===== src/rtl/fetch_decode_unit_if.sv =====
// Bundles the two handshakes of the fetch/decode stage: the program-memory
// read port (req/ack) and the instruction issue port (valid/ready) toward
// the constant unit and the execute stage.
interface fetch_decode_unit_if #(
  parameter int ADDR_W = 8
);
  // Program memory read port
  logic              mem_req;
  logic [ADDR_W-1:0] mem_addr;
  logic              mem_ack;
  logic [16:0]       mem_rdata;

  // Instruction issue port
  logic [16:0]       IM;
  logic              CS;
  logic              instr_valid;
  logic              instr_ready;
  logic [4:0]        opcode;
  logic [2:0]        rd;
  logic [2:0]        rs;

  // View from the fetch/decode unit
  modport master (
    output mem_req, mem_addr,
    input  mem_ack, mem_rdata,
    output IM, CS, instr_valid, opcode, rd, rs,
    input  instr_ready
  );

  // View from memory and the downstream consumers
  modport slave (
    input  mem_req, mem_addr,
    output mem_ack, mem_rdata,
    input  IM, CS, instr_valid, opcode, rd, rs,
    output instr_ready
  );
endinterface


===== src/rtl/fetch_decode_unit.sv =====
// Instruction fetch and decode stage: owns the PC, fetches 17-bit words over
// a req/ack port, holds them in the instruction register and issues them
// over valid/ready. CS pulses on the first issue cycle of immediate-class
// instructions. Redirects (pc_load) may arrive in any state; a request
// already on the memory bus is always allowed to finish (DISCARD).
module fetch_decode_unit #(
  parameter int                ADDR_W     = 8,
  parameter logic [ADDR_W-1:0] RESET_PC   = '0,
  parameter logic              IMM_OP_MSB = 1'b1
) (
  input  logic              clk,
  input  logic              rst_n,
  input  logic              run,
  input  logic              pc_load,
  input  logic [ADDR_W-1:0] pc_target,
  output logic [ADDR_W-1:0] PC,
  fetch_decode_unit_if.master bus
);

  typedef enum logic [1:0] {
    S_IDLE,
    S_FETCH,
    S_ISSUE,
    S_DISCARD
  } state_e;

  state_e            state_q, state_d;
  logic [ADDR_W-1:0] pc_q, pc_d;
  logic [16:0]       im_q, im_d;
  logic              cs_q, cs_d;
  logic              valid_q, valid_d;
  logic              req_q, req_d;

  // Next-state and next-output logic for the fetch/issue sequencer.
  always_comb begin
    // NOTE: every signal gets a default before the case so no path leaves it
    // unassigned; otherwise synthesis would infer a latch to hold the value.
    state_d = state_q;
    pc_d    = pc_q;
    im_d    = im_q;
    cs_d    = 1'b0;  // strobe: only ever set on the FETCH->ISSUE transition
    valid_d = valid_q;
    req_d   = req_q;

    case (state_q)
      S_IDLE: begin
        if (pc_load) begin
          pc_d = pc_target;  // redirect while idle does not start a fetch
        end else if (run) begin
          req_d   = 1'b1;
          state_d = S_FETCH;
        end
      end

      S_FETCH: begin
        if (pc_load) begin
          pc_d = pc_target;
          // Data arriving with the redirect is dropped; without it the
          // request is still outstanding and must be drained first.
          if (!bus.mem_ack) state_d = S_DISCARD;
        end else if (bus.mem_ack) begin
          im_d    = bus.mem_rdata;
          pc_d    = pc_q + ADDR_W'(1);  // wraps modulo 2^ADDR_W
          cs_d    = (bus.mem_rdata[16] == IMM_OP_MSB);
          valid_d = 1'b1;
          req_d   = 1'b0;
          state_d = S_ISSUE;
        end
      end

      S_ISSUE: begin
        if (pc_load) begin
          // Whether or not ready is high, the issued word is finished with.
          pc_d    = pc_target;
          valid_d = 1'b0;
          req_d   = 1'b1;
          state_d = S_FETCH;
        end else if (bus.instr_ready) begin
          valid_d = 1'b0;
          if (run) begin
            req_d   = 1'b1;
            state_d = S_FETCH;
          end else begin
            state_d = S_IDLE;
          end
        end
      end

      S_DISCARD: begin
        if (pc_load) pc_d = pc_target;  // latest target wins
        if (bus.mem_ack) state_d = S_FETCH;  // stale data ignored, req stays high
      end

      default: state_d = S_IDLE;
    endcase
  end

  // State and registered outputs; reset is asynchronous.
  always_ff @(posedge clk or negedge rst_n) begin
    if (!rst_n) begin
      state_q <= S_IDLE;
      pc_q    <= RESET_PC;
      im_q    <= '0;
      cs_q    <= 1'b0;
      valid_q <= 1'b0;
      req_q   <= 1'b0;
    end else begin
      // NOTE: non-blocking assignments so every flop samples the values from
      // before this edge, independent of statement order.
      state_q <= state_d;
      pc_q    <= pc_d;
      im_q    <= im_d;
      cs_q    <= cs_d;
      valid_q <= valid_d;
      req_q   <= req_d;
    end
  end

  assign PC              = pc_q;
  assign bus.mem_req     = req_q;
  assign bus.mem_addr    = pc_q;
  assign bus.IM          = im_q;
  assign bus.CS          = cs_q;
  assign bus.instr_valid = valid_q;
  assign bus.opcode      = im_q[16:12];
  assign bus.rd          = im_q[11:9];
  assign bus.rs          = im_q[8:6];

endmodule


===== src/flat_wrapper.sv =====
// flat-port wrapper written by rule: the top's interface ports become plain ports
module fetch_decode_unit_flat 
#(
  parameter int                ADDR_W     = 8,
  parameter logic [ADDR_W-1:0] RESET_PC   = '0,
  parameter logic              IMM_OP_MSB = 1'b1
)
  (clk, rst_n, run, pc_load, pc_target, PC, bus_mem_req, bus_mem_addr, bus_mem_ack, bus_mem_rdata, bus_IM, bus_CS, bus_instr_valid, bus_opcode, bus_rd, bus_rs, bus_instr_ready);
  fetch_decode_unit_if #(.ADDR_W(ADDR_W)) bus_i ();
  input  logic clk;
  input  logic rst_n;
  input  logic run;
  input  logic pc_load;
  input  logic [ADDR_W-1:0] pc_target;
  output logic [ADDR_W-1:0] PC;
  output wire logic [$bits(bus_i.mem_req)-1:0] bus_mem_req;
  output wire logic [$bits(bus_i.mem_addr)-1:0] bus_mem_addr;
  input wire logic [$bits(bus_i.mem_ack)-1:0] bus_mem_ack;
  input wire logic [$bits(bus_i.mem_rdata)-1:0] bus_mem_rdata;
  output wire logic [$bits(bus_i.IM)-1:0] bus_IM;
  output wire logic [$bits(bus_i.CS)-1:0] bus_CS;
  output wire logic [$bits(bus_i.instr_valid)-1:0] bus_instr_valid;
  output wire logic [$bits(bus_i.opcode)-1:0] bus_opcode;
  output wire logic [$bits(bus_i.rd)-1:0] bus_rd;
  output wire logic [$bits(bus_i.rs)-1:0] bus_rs;
  input wire logic [$bits(bus_i.instr_ready)-1:0] bus_instr_ready;
  assign bus_mem_req = bus_i.mem_req;
  assign bus_mem_addr = bus_i.mem_addr;
  assign bus_i.mem_ack = bus_mem_ack;
  assign bus_i.mem_rdata = bus_mem_rdata;
  assign bus_IM = bus_i.IM;
  assign bus_CS = bus_i.CS;
  assign bus_instr_valid = bus_i.instr_valid;
  assign bus_opcode = bus_i.opcode;
  assign bus_rd = bus_i.rd;
  assign bus_rs = bus_i.rs;
  assign bus_i.instr_ready = bus_instr_ready;
  fetch_decode_unit #(.ADDR_W(ADDR_W), .RESET_PC(RESET_PC), .IMM_OP_MSB(IMM_OP_MSB)) u_core (.clk(clk), .rst_n(rst_n), .run(run), .pc_load(pc_load), .pc_target(pc_target), .PC(PC), .bus(bus_i));
endmodule

===== config.mk =====
export PLATFORM = sky130hd
export DESIGN_NAME = fetch_decode_unit_flat
export DESIGN_NICKNAME = d
export VERILOG_FILES = /design/src/rtl/fetch_decode_unit_if.sv /design/src/rtl/fetch_decode_unit.sv /design/src/flat_wrapper.sv
export SDC_FILE = /design/constraint.sdc
export NUM_CORES = 1
export LEC_CHECK = 0
export BUFFER_PORTS_ARGS = -buffer_cell sky130_fd_sc_hd__buf_2
export CORE_UTILIZATION = 46
export CTS_CLUSTER_DIAMETER = 150
export DETAILED_ROUTE_END_ITERATION = 10
export HOLD_SLACK_MARGIN = 0.06
export PLACE_DENSITY = 0.81
export SYNTH_ARGS = -nofsm -noshare
export SYNTH_HDL_FRONTEND = slang
export SYNTH_SLANG_ARGS = --single-unit
export TNS_END_PERCENT = 30

===== constraint.sdc =====
create_clock -name clk -period 2.5 [get_ports clk]
set_clock_uncertainty 0.2 [all_clocks]
set_input_delay 0.125 -clock clk [delete_from_list [all_inputs] [get_ports clk]]
set_output_delay 0.125 -clock clk [all_outputs]
set_load 0.01 [all_outputs]

After elaboration in Yosys (flattened, before gate mapping)
Cells that the tools add are included.

Muxes and demuxes: 29. Equal/unequal tests: 12. $add $sub $neg: 1. Bitwise operators: 1. Reductions and logical operators: 9.

Operators with widths (count): $mux 8 (3); $mux 2 (8); $pmux 8 s2 (1); $mux 1 (14); $ne 2x2->1 const B (5); $ne 3x3->1 const B (3); $add 8x1->8 const B (1); $pmux 2 s4 (1); $reduce_and 6->1 (1); $reduce_and 5->1 (1); $eq 2x2->1 const B (2); $reduce_and 4->1 (1); $pmux 1 s3 (1); $reduce_and 3->1 (1); $reduce_bool 3->1 (1); $reduce_or 3->1 (1); $eq 2x1->1 const B (1); $logic_not 2->1 (1); $ne 2x1->1 const B (1); $pmux 1 s2 (1); $reduce_and 2->1 (1); $reduce_bool 2->1 (1); $not 1->1 (1).

Register bits: 30. Logic and storage cells: 58.

Logic depth before layout (Yosys ltp)
Gate-level depths: netlist of the first run.

Depth in word-level cells: 4. Depth in mapped cells: 7. Mapped depth without buffers: 6.

Worst setup path after synthesis of the first run
Ideal clock, no wire load.

Kind: reg2reg. Start point: reg u_core.state_q[0]. End point: reg u_core.state_q[0]. Library setup time: 0.128 ns. Data required time: 2.172 ns. Stages on the path, launching flop included: 7. Setup slack: 0.718 ns. Arrival time: 1.455 ns. Cells stage by stage: dfrtp_1 -> inv_1 -> ha_1 -> nand2b_1 -> o2bb2ai_1 -> a311oi_1 -> mux2_1.

Longest elaborated chain between the ends: 3.

Ends and longest elaborated chain: start: declaration (line fetch_decode_unit.sv:27) `state_e state_q, state_d;`; start signal: assignment (line fetch_decode_unit.sv:110) `state_q <= state_d;`; $eq 2x1->1 (tied with other cells) (line fetch_decode_unit.sv:45) `case (state_q)`; $ne 3x3->1 (no source line) or $ne 2x2->1 (tied branches); $reduce_and 6->1 (no source line).

Several ways; a longest one is shown, not always the timed one. A chain may end at the register's enable or synchronous reset.

Final worst setup path of the first run
Start point: reg u_core.state_q[1]. End point: reg u_core.pc_q[6] (netlist: u_core.PC[6]).

Longest elaborated chain between the ends: 4.

Ends and longest elaborated chain: $eq 2x2->1 or $logic_not 2->1 (tied branches) (line fetch_decode_unit.sv:45); $reduce_or 3->1 (no source line); $ne 2x1->1 (no source line); $reduce_and 2->1 (no source line); end signal: assignment (line fetch_decode_unit.sv:111) `pc_q <= pc_d;`; end: declaration (line fetch_decode_unit.sv:28) `logic [ADDR_W-1:0] pc_q, pc_d;`.

Several ways; a longest one is shown, not always the timed one.

==> impl_metrics.env, run 1 <==
export IMPL_io_pins=78
export IMPL_use_met3=0.0497
export IMPL_pre_cts_ws_ns=0.571
export IMPL_avgSynthCellArea_um2=11.0
export IMPL_synth_compound_gate_area_share=0.101
export IMPL_synthesis_area_um2=1650
export IMPL_post_drt_wl_per_cell_um=12.6
export IMPL_fp_coreArea_um2=3390
export IMPL_p_leak_uw=0.00117
export IMPL_synth_largest_area_cell="dfrtp_1"
export IMPL_cts_setup_buffers=0
export IMPL_period_share=0.948
export IMPL_grt_use_total=0.202
export IMPL_crit_start="u_core.state_q[1]"
export IMPL_synth_distinct_cells=38
export IMPL_synthMuxAreaShare=0.138
export IMPL_tightest_slew_ns=0.672
export IMPL_setup_tns_ns=0
export IMPL_viasPerCell=4.87
export IMPL_ys_async_sr_fraction=1.00
export IMPL_clk_pin_slew_ns=0.10
export IMPL_yosys_area_share_simple=0.111
export IMPL_routed_wl_um=3700
export IMPL_yosys_area_top_type_share=0.454
export IMPL_worstHoldPathType="in -> reg"
export IMPL_r2r_end="u_core.PC[6]"
export IMPL_hold_ws_ns=0.0776
export IMPL_clk_latency_ns=0.33
export IMPL_cts_sinks=30
export IMPL_criticalPathCategory="reg -> reg"
export IMPL_antenna_found_initial=0
export IMPL_grt_ovfl_total=0
export IMPL_io_buffers=77
export IMPL_cts_buffers=5
export IMPL_synth_fa_ha_area_frac=0.0454
export IMPL_report_final_slew_viol_count=0
export IMPL_grt_use_met2=0.340
export IMPL_syn2layout_area_growth_pct=42.6
export IMPL_finalNetCount=286
export IMPL_synthCells=150
export IMPL_syn_num_nets=187
export IMPL_cpMaxStageDelayCell="dlygate4sd3_1"
export IMPL_grt_pass1_wl_um=5630
export IMPL_max_stage_delay_ns=0.58
export IMPL_hold_viol=0
export IMPL_worst_r2r_path_depth=7
export IMPL_cts_root_buf="clkbuf_4"
export IMPL_cts_max_path_buffers=2
export IMPL_antennaDiodeCount=0
export IMPL_htree_levels=2
export IMPL_critPathLaunchType="register"
export IMPL_final_antenna_net_count=0
export IMPL_cp_max_fo=8
export IMPL_ys_flop_type="dfrtp_1"
export IMPL_setup_slack_ns=0.130
export IMPL_path_cells="inv_1, ha_1, and2b_1, nor3_2, xnor2_1, o21ai_1, dlygate4sd3_1"
export IMPL_ir_drop_v=0.000514
export IMPL_crit_required_ns=2.50
export IMPL_grt_pass1_vias=1304
export IMPL_die_y_um=61.9
export IMPL_path_delay_family="buffers and inverters"
export IMPL_regToRegSetupSlack_ns=0.13
export IMPL_drv_cap=0
export IMPL_yosys_warnings=0
export IMPL_initial_core_util=0.488
export IMPL_ys_seq_area_frac=0.454
export IMPL_rsz0062_at_grt="false"
export IMPL_grt_max_degree=31
export IMPL_place_congestion=0.756
export IMPL_drtPass1Iterations=4
export IMPL_yosys_top_cells_count="dfrtp_1, buf_4, nand2_1, o21ai_0, mux2_2"
export IMPL_met1_usage=0.246
export IMPL_synth_edf_count=0
export IMPL_critPathArrivalTime_ns=2.37
export IMPL_first_iter_violations=43
export IMPL_timing_rr_start="u_core.state_q[1]"
export IMPL_endpoint_kind="register"
export IMPL_power_density_nw_per_um2=961
export IMPL_max_freq_ghz=0.422
export IMPL_critPathCapture="u_core.PC[6]"
export IMPL_crit_buf_inv=2
export IMPL_die_width_um=61.9
export IMPL_synth_area_top_cells="dfrtp_1, buf_4, mux2_4"
export IMPL_status="complete, no violations"
export IMPL_synthXorXnorAreaFrac=0.0318
export IMPL_relSlewSlack=0.552
export IMPL_cts_tree="yes"
export IMPL_drcViolationCount=0
export IMPL_fp_row_count=21
export IMPL_synth_top_family_by_area="multiplexers"
export IMPL_num_vias=1433
export IMPL_hpwl_um=2250
export IMPL_period_needed_ns=2.37
export IMPL_synth_most_common_cell="dfrtp_1"
export IMPL_busiest_layer="met2"
export IMPL_drive_above_1_share=0.423
export IMPL_die_area_um2=3840
export IMPL_path_depth=7
export IMPL_ys_ff_latch=30
export IMPL_finalSetupViolCount=0
## report_power, final
| part | switching (µW) | leakage [µW] | internal (µW) |
|---|---|---|---|
| sequential | 149 | 0.000357 | 685 |
| clock | 151 | 0.0000302 | 126 |
| combinational | 570 | 0.000787 | 583 |
## through the flow
stage,total power (µW),instances,cell area (µm²),util
after floorplan,1670,150,1650,-
after global placement,1900,251,1930,0.570
after detailed placement,1930,251,1930,0.570
after CTS,2270,294,2350,0.695
after global routing,2470,294,2360,0.695
final,2260,294,2360,0.695
## flip-flops by register name (all words and copies together) (netlist names)
| name | flops |
|---|---|
| u_core.PC | 8 |
| u_core.bus.CS | 1 |
| u_core.bus.IM | 17 |
| u_core.bus.instr_valid | 1 |
| u_core.bus.mem_req | 1 |
| u_core.state_q | 2 |
## cell type report
type | instances | area, µm²
fillers | 240 | 1030
repair buffers | 115 | 763
flip-flops and latches | 30 | 751
multi-input cells | 90 | 708
well taps | 46 | 57.6
clock buffers | 6 | 51.3
inverters | 7 | 26.3
## worst min-delay path by stage
stage | endpoint | depth (start not counted) | slack (ns) | startpoint
after floorplan | u_core.PC[0] | 0 | -0.37 | rst_n
final | u_core.PC[0] | 2 | 0.08 | pc_load
after CTS | u_core.PC[0] | 2 | 0.07 | pc_load
after global placement | u_core.bus.IM[11] | 1 | -0.009 | rst_n
after global routing | u_core.PC[1] | 2 | 0.11 | pc_load
after detailed placement | u_core.bus.IM[11] | 1 | -0.003 | rst_n
## what timing repair did
action / CTS / global route
setup endpoints to repair: 0 / 1
hold endpoints to repair: 58 / 0
hold buffers: 37 / 0
gates resized for setup: 0 / 1
## metal layers
metal / wire length, µm / up-vias
met1: 1550 / 665
met5: 0 / -
met3: 143 / 14
met2: 1900 / 55
li1: - / 699
met4: 104 / 0
## logic make-up (layout without fill, tap and decap cells)
family | Yosys count | after routing
buffers and inverters | 30 | 128
AND/OR/NAND/NOR | 34 | 34
adder cells (fa/ha/maj) | 6 | 6
flip-flops | 30 | 30
multiplexers | 18 | 18
AO/OA/AOI/OAI | 26 | 26
XOR/XNOR | 6 | 6
## layout by cell type (no fill, tap or decap), types with 2 or more instances in the layout
cell type and count:
o31a_1 2, o21ai_0 11, nand3_1 2, a21oi_1 4
clkbuf_4 5, dfrtp_1 30, mux2_2 9, xor2_1 3
nor3_2 2, nand2_1 12, inv_1 7, mux2_4 7
ha_1 5, nor2_1 3, buf_2 77, dlygate4sd3_1 37
xnor2_1 3, nand2b_1 5, nand4_1 3
Power figures use the tool's default switching activity.
==> inputs of run 2 (changes only) <==
Settings changed: PLACE_DENSITY 0.81 to 0.79.
==> impl_metrics.env, run 2 (synthesized netlist as in run 1, its figures left out) <==
export IMPL_status="complete, no violations"
export IMPL_first_iter_violations=53
export IMPL_period_needed_ns=2.34
export IMPL_pwr_share_clk=0.113
export IMPL_cts_setup_buffers=0
export IMPL_max_stage_delay_ns=0.56
export IMPL_pwr_share_comb=0.515
export IMPL_hold_ws_ns=0.0716
export IMPL_drtPass1Iterations=4
export IMPL_swShare=0.389
export IMPL_drv_cap=0
export IMPL_place_congestion=0.777
export IMPL_die_y_um=61.9
export IMPL_cts_max_path_buffers=2
export IMPL_finalNetCount=289
export IMPL_ir_drop_v=0.000488
export IMPL_place_area_um2=1950
export IMPL_power_density_nw_per_um2=946
export IMPL_io_buffers=77
export IMPL_final_antenna_net_count=0
export IMPL_path_cells="inv_1, ha_1, and2b_1, nor3_2, xnor2_1, o21ai_1, dlygate4sd3_1"
export IMPL_criticalPathCategory="reg -> reg"
export IMPL_finalSetupViolCount=0
export IMPL_timing_rr_start="u_core.state_q[1]"
export IMPL_die_area_um2=3840
export IMPL_r2r_end="u_core.PC[6]"
export IMPL_htree_levels=2
export IMPL_multi_input_area_um2=706
export IMPL_hp_start="pc_load"
export IMPL_crit_required_ns=2.50
export IMPL_hpwl_um=2320
export IMPL_n_fill_cell=244
export IMPL_seq_power_share=0.372
export IMPL_post_drt_wl_per_cell_um=11.8
export IMPL_max_freq_ghz=0.428
export IMPL_fp_coreArea_um2=3390
export IMPL_cts_root_buf="clkbuf_4"
export IMPL_fp_row_count=21
export IMPL_layout_commonest_cell="buf_2"
export IMPL_grt_use_total=0.193
export IMPL_num_vias=1410
export IMPL_drive_above_1_share=0.417
export IMPL_viasPerCell=4.73
export IMPL_initial_core_util=0.488
export IMPL_syn2layout_area_growth_pct=44.8
export IMPL_crit_start="u_core.state_q[1]"
export IMPL_worst_r2r_path_depth=7
export IMPL_rsz0062_at_grt="false"
export IMPL_grt_pass1_wl_um=5380
export IMPL_cts_buffers=5
export IMPL_critPathCapture="u_core.PC[6]"
export IMPL_worstHoldPathType="in -> reg"
export IMPL_cts_sinks=30
export IMPL_cpMaxStageDelayCell="dlygate4sd3_1"
export IMPL_largest_reg_flops=17
export IMPL_endpoint_kind="register"
export IMPL_cts_tree="yes"
export IMPL_p_int_uw=1380
export IMPL_antenna_found_initial=0
export IMPL_p_switching_uw=880
export IMPL_fin_area_um2=2390
export IMPL_routed_wl_um=3530
export IMPL_p_leak_uw=0.00120
export IMPL_area_sequential_um2=751
export IMPL_tightest_slew_ns=0.651
export IMPL_critPathArrivalTime_ns=2.34
export IMPL_cp_max_fo=8
export IMPL_relSlewSlack=0.566
export IMPL_drcViolationCount=0
export IMPL_die_width_um=61.9
export IMPL_grt_ovfl_total=0
export IMPL_critPathLaunchType="register"
export IMPL_io_pins=78
export IMPL_clk_latency_ns=0.32
export IMPL_report_final_slew_viol_count=0
export IMPL_regToRegSetupSlack_ns=0.16
export IMPL_setup_tns_ns=0
export IMPL_grt_pass1_vias=1295
export IMPL_clk_pin_slew_ns=0.09
export IMPL_period_share=0.934
export IMPL_hold_viol=0
export IMPL_final_cell_mix="buf_2, dlygate4sd3_1, dfrtp_1"
export IMPL_antennaDiodeCount=0
export IMPL_grt_max_degree=31
## run 2: cell count changes in the layout (fill, tap and decap cells not counted), sizes merged
| cell | change |
|---|---|
| clkbuf | -1 |
| dlygate4sd3 | +3 |
| clkinv | +2 |
## run 2: cell type report
class,instances,area share
timing repair buffer,118,0.337
sequential,30,0.314
multi-input combinational,90,0.295
tap,46,0.0240
clock buffer,5,0.0157
inverter,7,0.0110
clock inverter,2,0.00418
## run 2: how the worst min path moves through the flow
stage / slack (ns) / depth (start not counted) / endpoint
after global routing: 0.09 / 3 / u_core.PC[3]
after CTS: 0.06 / 3 / u_core.PC[3]
final: 0.07 / 3 / u_core.PC[3]
after global placement: -0.008 / 1 / u_core.bus.IM[13]
after detailed placement: -0.003 / 1 / u_core.bus.IM[15]
after floorplan: -0.37 / 0 / u_core.PC[0]
## run 2: power by group through the flow
stage	Combinational, µW	Clock [µW]	Sequential (µW)
floorplan	752	0	922
global placement	1080	0	837
detailed placement	1100	0	849
CTS	1170	273	841
global route	1290	299	874
finish	1170	256	841
## run 2: what timing repair did
item / CTS / global route
endpoints found under the hold margin: 60 / 0
resized for setup: 0 / 0
hold buffers: 40 / 0
## run 2: stage by stage
| step | setup WS, ns | instances | total power (µW) | util |
|---|---|---|---|---|
| after floorplan | 0.718 | 150 | 1670 | - |
| after global placement | 0.513 | 251 | 1920 | 0.574 |
| after detailed placement | 0.412 | 251 | 1950 | 0.574 |
| after CTS | 0.157 | 298 | 2280 | 0.706 |
| after global routing | 0.0376 | 298 | 2470 | 0.706 |
| final | 0.164 | 298 | 2260 | 0.706 |
## run 2: critical path: cells and delay by family, from the launching register on
kind / cells / cell delay, ns
buffers and inverters: 2 / 0.66
AOI/OAI and AO/OA: 1 / 0.06
xor gates and xnor gates: 1 / 0.13
DFF: 1 / 0.42
adders and majority gates: 1 / 0.30
and+or+nand+nor: 2 / 0.45
## run 2: metal layers
layer / vias up / track usage / part of all wire
li1: 703 / - / -
met1: 673 / 0.218 / 0.42
met2: 32 / 0.345 / 0.54
met3: 2 / 0.0559 / 0.029
met4: 0 / 0.0698 / 0.0076
met5: - / 0 / 0
==> inputs of run 3 (changes only) <==
Settings changed: CORE_MARGIN set to 4, RECOVER_POWER set to 50.
==> impl_metrics.env, run 3 (synthesized netlist as in run 1, its figures left out) <==
export IMPL_initial_core_util=0.484
export IMPL_final_antenna_net_count=0
export IMPL_critPathLaunchType="register"
export IMPL_n_fill_cell=300
export IMPL_period_share=0.956
export IMPL_cts_sinks=30
export IMPL_grt_pass1_vias=1375
export IMPL_ir_drop_v=0.000530
export IMPL_io_pins=78
export IMPL_regToRegSetupSlack_ns=0.11
export IMPL_grt_use_total=0.180
export IMPL_antenna_found_initial=0
export IMPL_clk_pin_slew_ns=0.10
export IMPL_violations="max-capacitance violations, max-slew violations"
export IMPL_cts_tree="yes"
export IMPL_drcViolationCount=0
export IMPL_setup_slack_ns=0.109
export IMPL_viasPerCell=4.80
export IMPL_finalNetCount=288
export IMPL_cts_setup_buffers=0
export IMPL_htree_levels=2
export IMPL_routed_wl_um=3960
export IMPL_pre_cts_ws_ns=0.577
export IMPL_seq_power_share=0.358
export IMPL_final_cell_mix="buf_2, dlygate4sd3_1, dfrtp_1"
export IMPL_status="finished with violations"
export IMPL_timing_rr_start="u_core.state_q[1]"
export IMPL_cts_buffers=5
export IMPL_grt_max_degree=31
export IMPL_worst_r2r_path_depth=7
export IMPL_p_leak_uw=0.00113
export IMPL_largest_reg_flops=17
export IMPL_hold_ws_ns=0.0693
export IMPL_die_area_um2=4620
export IMPL_cts_max_path_buffers=2
export IMPL_antennaDiodeCount=0
export IMPL_swShare=0.387
export IMPL_cp_max_fo=8
export IMPL_multi_input_area_um2=706
export IMPL_hpwl_um=2470
export IMPL_max_freq_ghz=0.418
export IMPL_p_int_uw=1440
export IMPL_endpoint_kind="register"
export IMPL_layout_commonest_cell="buf_2"
export IMPL_fp_coreArea_um2=3420
export IMPL_crit_required_ns=2.51
export IMPL_period_needed_ns=2.39
export IMPL_num_vias=1430
export IMPL_place_congestion=0.769
export IMPL_fp_row_count=21
export IMPL_r2r_end="u_core.PC[0]"
export IMPL_grt_ovfl_total=0
export IMPL_ctsHoldBuffers=39
export IMPL_io_buffers=77
export IMPL_drv_cap=1
export IMPL_post_drt_wl_per_cell_um=13.3
export IMPL_pwr_share_clk=0.161
export IMPL_tightest_slew_ns=1.60
export IMPL_setup_tns_ns=0
export IMPL_report_final_slew_viol_count=31
export IMPL_syn2layout_area_growth_pct=43.5
export IMPL_power_density_nw_per_um2=990
export IMPL_total_power_uw=2350
export IMPL_grt_pass1_wl_um=6220
export IMPL_clk_latency_ns=0.32
export IMPL_die_y_um=67.9
export IMPL_p_switching_uw=909
export IMPL_hold_viol=0
export IMPL_area_sequential_um2=751
export IMPL_rsz0062_at_grt="false"
export IMPL_cts_root_buf="clkbuf_4"
export IMPL_die_width_um=67.9
export IMPL_crit_start="u_core.state_q[1]"
export IMPL_relSlewSlack=-0.0635
export IMPL_criticalPathCategory="reg -> reg"
export IMPL_drive_above_1_share=0.325
export IMPL_finalSetupViolCount=0
export IMPL_cts_repair_resized=0
export IMPL_critPathArrivalTime_ns=2.40
export IMPL_drtPass1Iterations=4
export IMPL_pwr_share_comb=0.481
export IMPL_worstHoldPathType="in -> reg"
export IMPL_critPathCapture="u_core.PC[0]"
export IMPL_first_iter_violations=43
[run 3: area by class of cell]
cell class,instances,area share
repair buffers,117,0.318
clock inverters,3,0.0169
inverters,7,0.0111
multi-input cells,90,0.298
well taps,46,0.0243
clock buffers,5,0.0158
flip-flops and latches,30,0.317
[run 3: worst min-delay path by stage]
| stage | start | end | slack (ns) | cells past startpoint |
|---|---|---|---|---|
| after floorplan | rst_n | u_core.PC[0] | -0.37 | 0 |
| after global placement | rst_n | u_core.PC[1] | 0.0003 | 1 |
| after detailed placement | rst_n | u_core.PC[0] | 0.01 | 1 |
| after CTS | pc_load | u_core.PC[4] | 0.06 | 2 |
| after global routing | pc_load | u_core.PC[4] | 0.08 | 2 |
| final | pc_load | u_core.PC[2] | 0.07 | 3 |
[run 3: power groups by stage]
stage               sequential (µW)  clock, µW  combinational (µW)
finish                          840        379                1130
global route                    877        411                1250
CTS                             838        391                1170
detailed placement              845          0                1100
global placement                834          0                1080
floorplan                       922          0                 752
[run 3: worst max-delay path, cell delays in order (launching register included)]
cell and delay, ns:
dfrtp_1 0.44, inv_1 0.13, ha_1 0.34, nand2b_2 0.13, nand2_1 0.13, xor2_1 0.20
o21ai_0 0.11, dlygate4sd3_1 0.60
[run 3: metrics by stage]
| stage | utilization | area (µm²) | cells |
|---|---|---|---|
| after global placement | 0.566 | 1930 | 251 |
| after global routing | 0.694 | 2370 | 298 |
| final | 0.694 | 2370 | 298 |
| after CTS | 0.703 | 2400 | 298 |
| after floorplan | - | 1650 | 150 |
| after detailed placement | 0.566 | 1930 | 251 |
[run 3: layer usage]
layer | routed length, µm | track usage | vias to the layer above
met1 | 1630 | 0.219 | 684
met2 | 2130 | 0.315 | 38
met4 | 21 | 0.0447 | 0
met5 | 0 | 0 | -
li1 | - | - | 704
met3 | 187 | 0.0443 | 4
